==> config.mk <==
export PLATFORM = sky130hd
export DESIGN_NAME = async_fifo_rd_drain
export DESIGN_NICKNAME = d
export VERILOG_FILES = /design/src/rtl/async_fifo_rd_drain.sv
export SDC_FILE = /design/constraint.sdc
export NUM_CORES = 1
export LEC_CHECK = 0
export BUFFER_PORTS_ARGS = -buffer_cell sky130_fd_sc_hd__buf_2
export CAP_MARGIN = 25
export CORE_ASPECT_RATIO = 0.7
export CORE_MARGIN = 4
export CORE_UTILIZATION = 55
export CTS_CLUSTER_SIZE = 40
export DETAILED_ROUTE_END_ITERATION = 10
export GPL_ROUTABILITY_DRIVEN = 0
export PLACE_DENSITY = 0.79
export SLEW_MARGIN = 20
export SYNTH_ARGS = -nofsm -noshare
export SYNTH_HDL_FRONTEND = slang
export SYNTH_SLANG_ARGS = --single-unit
==> constraint.sdc <==
create_clock -name rclk -period 4.5 [get_ports rclk]
set_input_delay 0.675 -clock rclk [delete_from_list [all_inputs] [get_ports rclk]]
set_output_delay 0.675 -clock rclk [all_outputs]
set_load 0.1 [all_outputs]
==> src/rtl/async_fifo_rd_drain.sv <==
// Read-side drain for the async FIFO: issues credit-limited pops, absorbs the
// fixed read latency in a small skid buffer and re-presents words as a stream.
module async_fifo_rd_drain #(
  parameter int DWIDTH = 8,
  parameter int RD_LAT = 1,
  parameter int CWIDTH = 16
) (
  input  logic              rclk,
  input  logic              reset,
  input  logic              empty,
  output logic              pop,
  input  logic [DWIDTH-1:0] rdata,
  input  logic              drain_en,
  output logic              out_valid,
  output logic [DWIDTH-1:0] out_data,
  input  logic              out_ready,
  output logic [CWIDTH-1:0] pop_cnt,
  output logic              idle
);

  localparam int DEPTH = RD_LAT + 2;
  localparam int AW    = $clog2(DEPTH);
  localparam int OW    = $clog2(DEPTH + 1);
  localparam logic [OW:0]   DEPTH_W  = (OW + 1)'(DEPTH);
  localparam logic [AW-1:0] LAST_PTR = AW'(DEPTH - 1);

  logic [DWIDTH-1:0] mem_q [DEPTH];
  logic [DWIDTH-1:0] mem_d [DEPTH];
  logic [AW-1:0]     rptr_q, rptr_d;
  logic [AW-1:0]     wptr_q, wptr_d;
  logic [OW-1:0]     occ_q, occ_d;
  logic [RD_LAT-1:0] vld_q, vld_d;
  logic [CWIDTH-1:0] pop_cnt_q, pop_cnt_d;

  logic [OW-1:0] inflight;
  logic          capture;
  logic          xfer;

  function automatic logic [AW-1:0] next_ptr(input logic [AW-1:0] p);
    return (p == LAST_PTR) ? '0 : p + 1'b1;
  endfunction

  always_comb begin
    inflight = '0;
    for (int i = 0; i < RD_LAT; i++) begin
      inflight = inflight + OW'(vld_q[i]);
    end
  end

  // Every word already popped has a reserved slot, so a capture never overflows
  // the buffer and pop has no path from out_ready.
  assign pop = drain_en & ~empty & ~reset &
               (({1'b0, occ_q} + {1'b0, inflight}) < DEPTH_W);

  // Stream handshake: a word moves on an rclk edge where out_valid and out_ready
  // are both high; while out_valid=1 and out_ready=0, out_valid/out_data hold.
  assign out_valid = (occ_q != '0);
  assign out_data  = mem_q[rptr_q];
  assign xfer      = out_valid & out_ready;
  assign capture   = vld_q[RD_LAT-1];
  assign idle      = (occ_q == '0) && (inflight == '0);
  assign pop_cnt   = pop_cnt_q;

  always_comb begin
    vld_d    = '0;
    vld_d[0] = pop;
    for (int i = 1; i < RD_LAT; i++) begin
      vld_d[i] = vld_q[i-1];
    end

    mem_d  = mem_q;
    wptr_d = wptr_q;
    if (capture) begin
      mem_d[wptr_q] = rdata;
      wptr_d        = next_ptr(wptr_q);
    end

    rptr_d = xfer ? next_ptr(rptr_q) : rptr_q;

    unique case ({capture, xfer})
      2'b10:   occ_d = occ_q + 1'b1;
      2'b01:   occ_d = occ_q - 1'b1;
      default: occ_d = occ_q;
    endcase

    pop_cnt_d = pop_cnt_q + CWIDTH'(pop);
  end

  always_ff @(posedge rclk or posedge reset) begin
    if (reset) begin
      for (int i = 0; i < DEPTH; i++) begin
        mem_q[i] <= '0;
      end
      rptr_q    <= '0;
      wptr_q    <= '0;
      occ_q     <= '0;
      vld_q     <= '0;
      pop_cnt_q <= '0;
    end else begin
      mem_q     <= mem_d;
      rptr_q    <= rptr_d;
      wptr_q    <= wptr_d;
      occ_q     <= occ_d;
      vld_q     <= vld_d;
      pop_cnt_q <= pop_cnt_d;
    end
  end

endmodule

==> impl_metrics.json <==
{
  "crit_path_start": "rptr_q[1]$_DFFE_PP0P_",
  "area_growth_pct": 16.4,
  "ys_seq_area_frac": 0.562,
  "dp_hpwl_um": 2960,
  "cp_cell_sequence": "nor2b_1 > nand2_1 > o21ai_0 > buf_2",
  "cp_data_arrival_time_ns": 2.24,
  "wirelength_um": 4060,
  "ctsHoldBuffers": 0,
  "synth_cells": 164,
  "fmax_mhz": 343,
  "cts_max_path_buffers": 2,
  "worstSetupPathType": "reg2out",
  "path_max_fanout": 11,
  "multi_input_area_um2": 878,
  "die_area_um2": 4870,
  "critPathSlowestCell": "nor2b_1",
  "fin_nets": 225,
  "grt_pass1_vias": 1404,
  "fillers": 259,
  "placementRows": 18,
  "clock-sinks": 47,
  "fin_crit_sh": 0.648,
  "root_buffer": "clkbuf_8",
  "ant_nets": 0,
  "vias": 1364,
  "max_stage_delay_ns": 0.66,
  "r2r_setup_slack_ns": 2.15,
  "clk_pin_slew_ns": 0.09,
  "syn_nets": 182,
  "core_um2": 3580,
  "grt_usage": 0.190,
  "cts_setup_buffers": 0,
  "h-tree-depth": 2,
  "die_w_um": 81.7,
  "reg2reg_to": "pop_cnt[10]$_DFF_PP0_",
  "final-seq-area_um2": 1180,
  "yosysUniqueCellTypes": 26,
  "report.final.slew_viol_count": 0,
  "antenna-diode-count": 0,
  "rsz0062_at_grt": "false",
  "initial_core_util": 0.585,
  "fin_crit_ns": 2.92,
  "drive_gt1_frac": 0.375,
  "reg2reg_from": "occ_q[0]$_DFFE_PP0P_",
  "muxShareOfSynthArea": 0.187,
  "status": "finished, final reports clean",
  "synth_seq_cells": 47,
  "cp-end-kind": "primary output",
  "crit_end": "out_data[3]",
  "clk_latency_ns": 0.30,
  "cts_resized": 0,
  "antenna_found_initial": 0,
  "hold_class": "reg2reg",
  "yosysWarnings": 0,
  "r2r_cells": 10,
  "grt_pass1_wl_um": 6780,
  "synth_fa_ha_area_frac": 0.0299,
  "worst_pin_slew_ns": 0.710,
  "synth_area_um2": 2090,
  "synth_top_family_by_area": "multiplexers",
  "first_pass_iters": 4,
  "finalHoldViolCount": 0,
  "cts_tree": "done",
  "finalSetupTns_ns": 0,
  "wl_per_cell_um": 15.7,
  "max_cap_violations": 0,
  "die_h_um": 59.6,
  "synth_compound_area_frac": 0.0299,
  "drc": 0,
  "synth-xor-area-share": 0.0711,
  "io_pins": 40,
  "grt_max_degree": 49,
  "finClkSkew_ns": 0.0133,
  "crit_required_ns": 3.83,
  "globalRoute.totalOverflow": 0,
  "cts_inserted_buffers": 5,
  "startpoint_type": "flip-flop",
  "port_buffers": 39,
  "avgViaCountPerCell": 5.29,
  "drt_iter0_markers": 81,
  "setup_viol": 0,
  "synth_simple_gate_area_frac": 0.0998,
  "slew_headroom": 0.526,
  "avgSynthCellArea_um2": 12.8
}
[per-layer routing]
| layer | GRT usage | up-vias | share of wire |
|---|---|---|---|
| met3 | 0.0456 | 6 | 0.045 |
| met5 | 0 | - | 0 |
| li1 | - | 651 | - |
| met1 | 0.254 | 678 | 0.46 |
| met4 | 0.0711 | 0 | 0.011 |
| met2 | 0.305 | 29 | 0.48 |
[state kept, by name, summed over array words and instances (netlist names)]
register  flops
capture       1
mem_q        24
occ_q         2
pop_cnt      16
rptr_q        2
wptr_q        2
[critical path: cells and delay by family, from the launching register on]
kind / cells / cell delay, ns
flip-flops: 1 / 0.60
buffers and inverters: 1 / 0.47
AND/OR/NAND/NOR: 2 / 0.76
AO/OA/AOI/OAI: 1 / 0.12
[final cells by class]
cell class | instances | area share
multi-input cells | 108 | 0.360
repair buffers | 40 | 0.0832
inverters | 5 | 0.00770
clock buffers | 6 | 0.0339
well taps | 50 | 0.0257
clock inverters | 2 | 0.00667
flip-flops and latches | 47 | 0.483
[cells in the final DEF (no fill, tap or decap), types with 2 or more instances in the layout]
cell type,instances
clkbuf_8,6
mux2_4,8
xnor2_1,14
nand2_1,15
ha_1,5
buf_2,39
and3_1,2
mux2i_1,8
and4_1,2
inv_2,2
dfrtp_1,47
xor2_1,3
mux2_2,17
nand4_1,4
o21ai_0,10
nand3_1,8
nor2_1,6
inv_1,3
[how the worst min path moves through the flow]
stage	start	to	slack, ns	cells past startpoint
6_report	pop_cnt[15]$_DFF_PP0_	pop_cnt[15]$_DFF_PP0_	0.47	1
4_1_cts	pop_cnt[15]$_DFF_PP0_	pop_cnt[15]$_DFF_PP0_	0.48	1
5_1_grt	pop_cnt[15]$_DFF_PP0_	pop_cnt[15]$_DFF_PP0_	0.50	1
3_5_place_dp	pop_cnt[15]$_DFF_PP0_	pop_cnt[15]$_DFF_PP0_	0.46	1
2_1_floorplan	occ_q[1]$_DFFE_PP0P_	occ_q[1]$_DFFE_PP0P_	0.48	1
3_3_place_gp	pop_cnt[15]$_DFF_PP0_	pop_cnt[15]$_DFF_PP0_	0.46	1
[kinds of logic after synthesis]
logic type	Yosys count
buf+inv	9
flops	47
compound gates	12
mux	33
simple gates	41
xor+xnor	17
fa+ha+maj	5
[synthesized netlist by cell type]
cell type  instances  area [um2]
dfrtp_1           47        1180
mux2_2            17         191
nand2_1           15        56.3
xnor2_1           14         123
o21ai_0           10        50.1
mux2_4             8         120
mux2i_1            8        80.1
nand3_1            8        40.0
nor2_1             6        22.5
ha_1               5        62.6
inv_1              4        15.0
nand4_1            4        25.0
xor2_1             3        26.3
and3_1             2        12.5
and4_1             2        17.5
a21o_1             1        7.51
a21oi_1            1        5.00
buf_1              1        3.75
buf_2              1        5.00
buf_6              1        11.3
clkbuf_1           1        3.75
inv_2              1        3.75
nor2b_1            1        6.26
nor3_4             1        16.3
or2_2              1        6.26
or3_1              1        6.26
[through the flow]
stage | worst slack (ns) | hold slack [ns] | instances | util | area (um2)
after floorplan | 0.448 | 0.476 | 164 | - | 2100
after global placement | 1.75 | 0.455 | 250 | 0.653 | 2340
after detailed placement | 1.65 | 0.462 | 250 | 0.653 | 2340
after CTS | 1.61 | 0.477 | 258 | 0.681 | 2440
after global routing | 1.48 | 0.497 | 258 | 0.681 | 2440
final | 1.58 | 0.469 | 258 | 0.681 | 2440
Power is left out: the tool's default activity adds up to more than one toggle a clock period on the data nets, which glitch-free logic cannot reach.
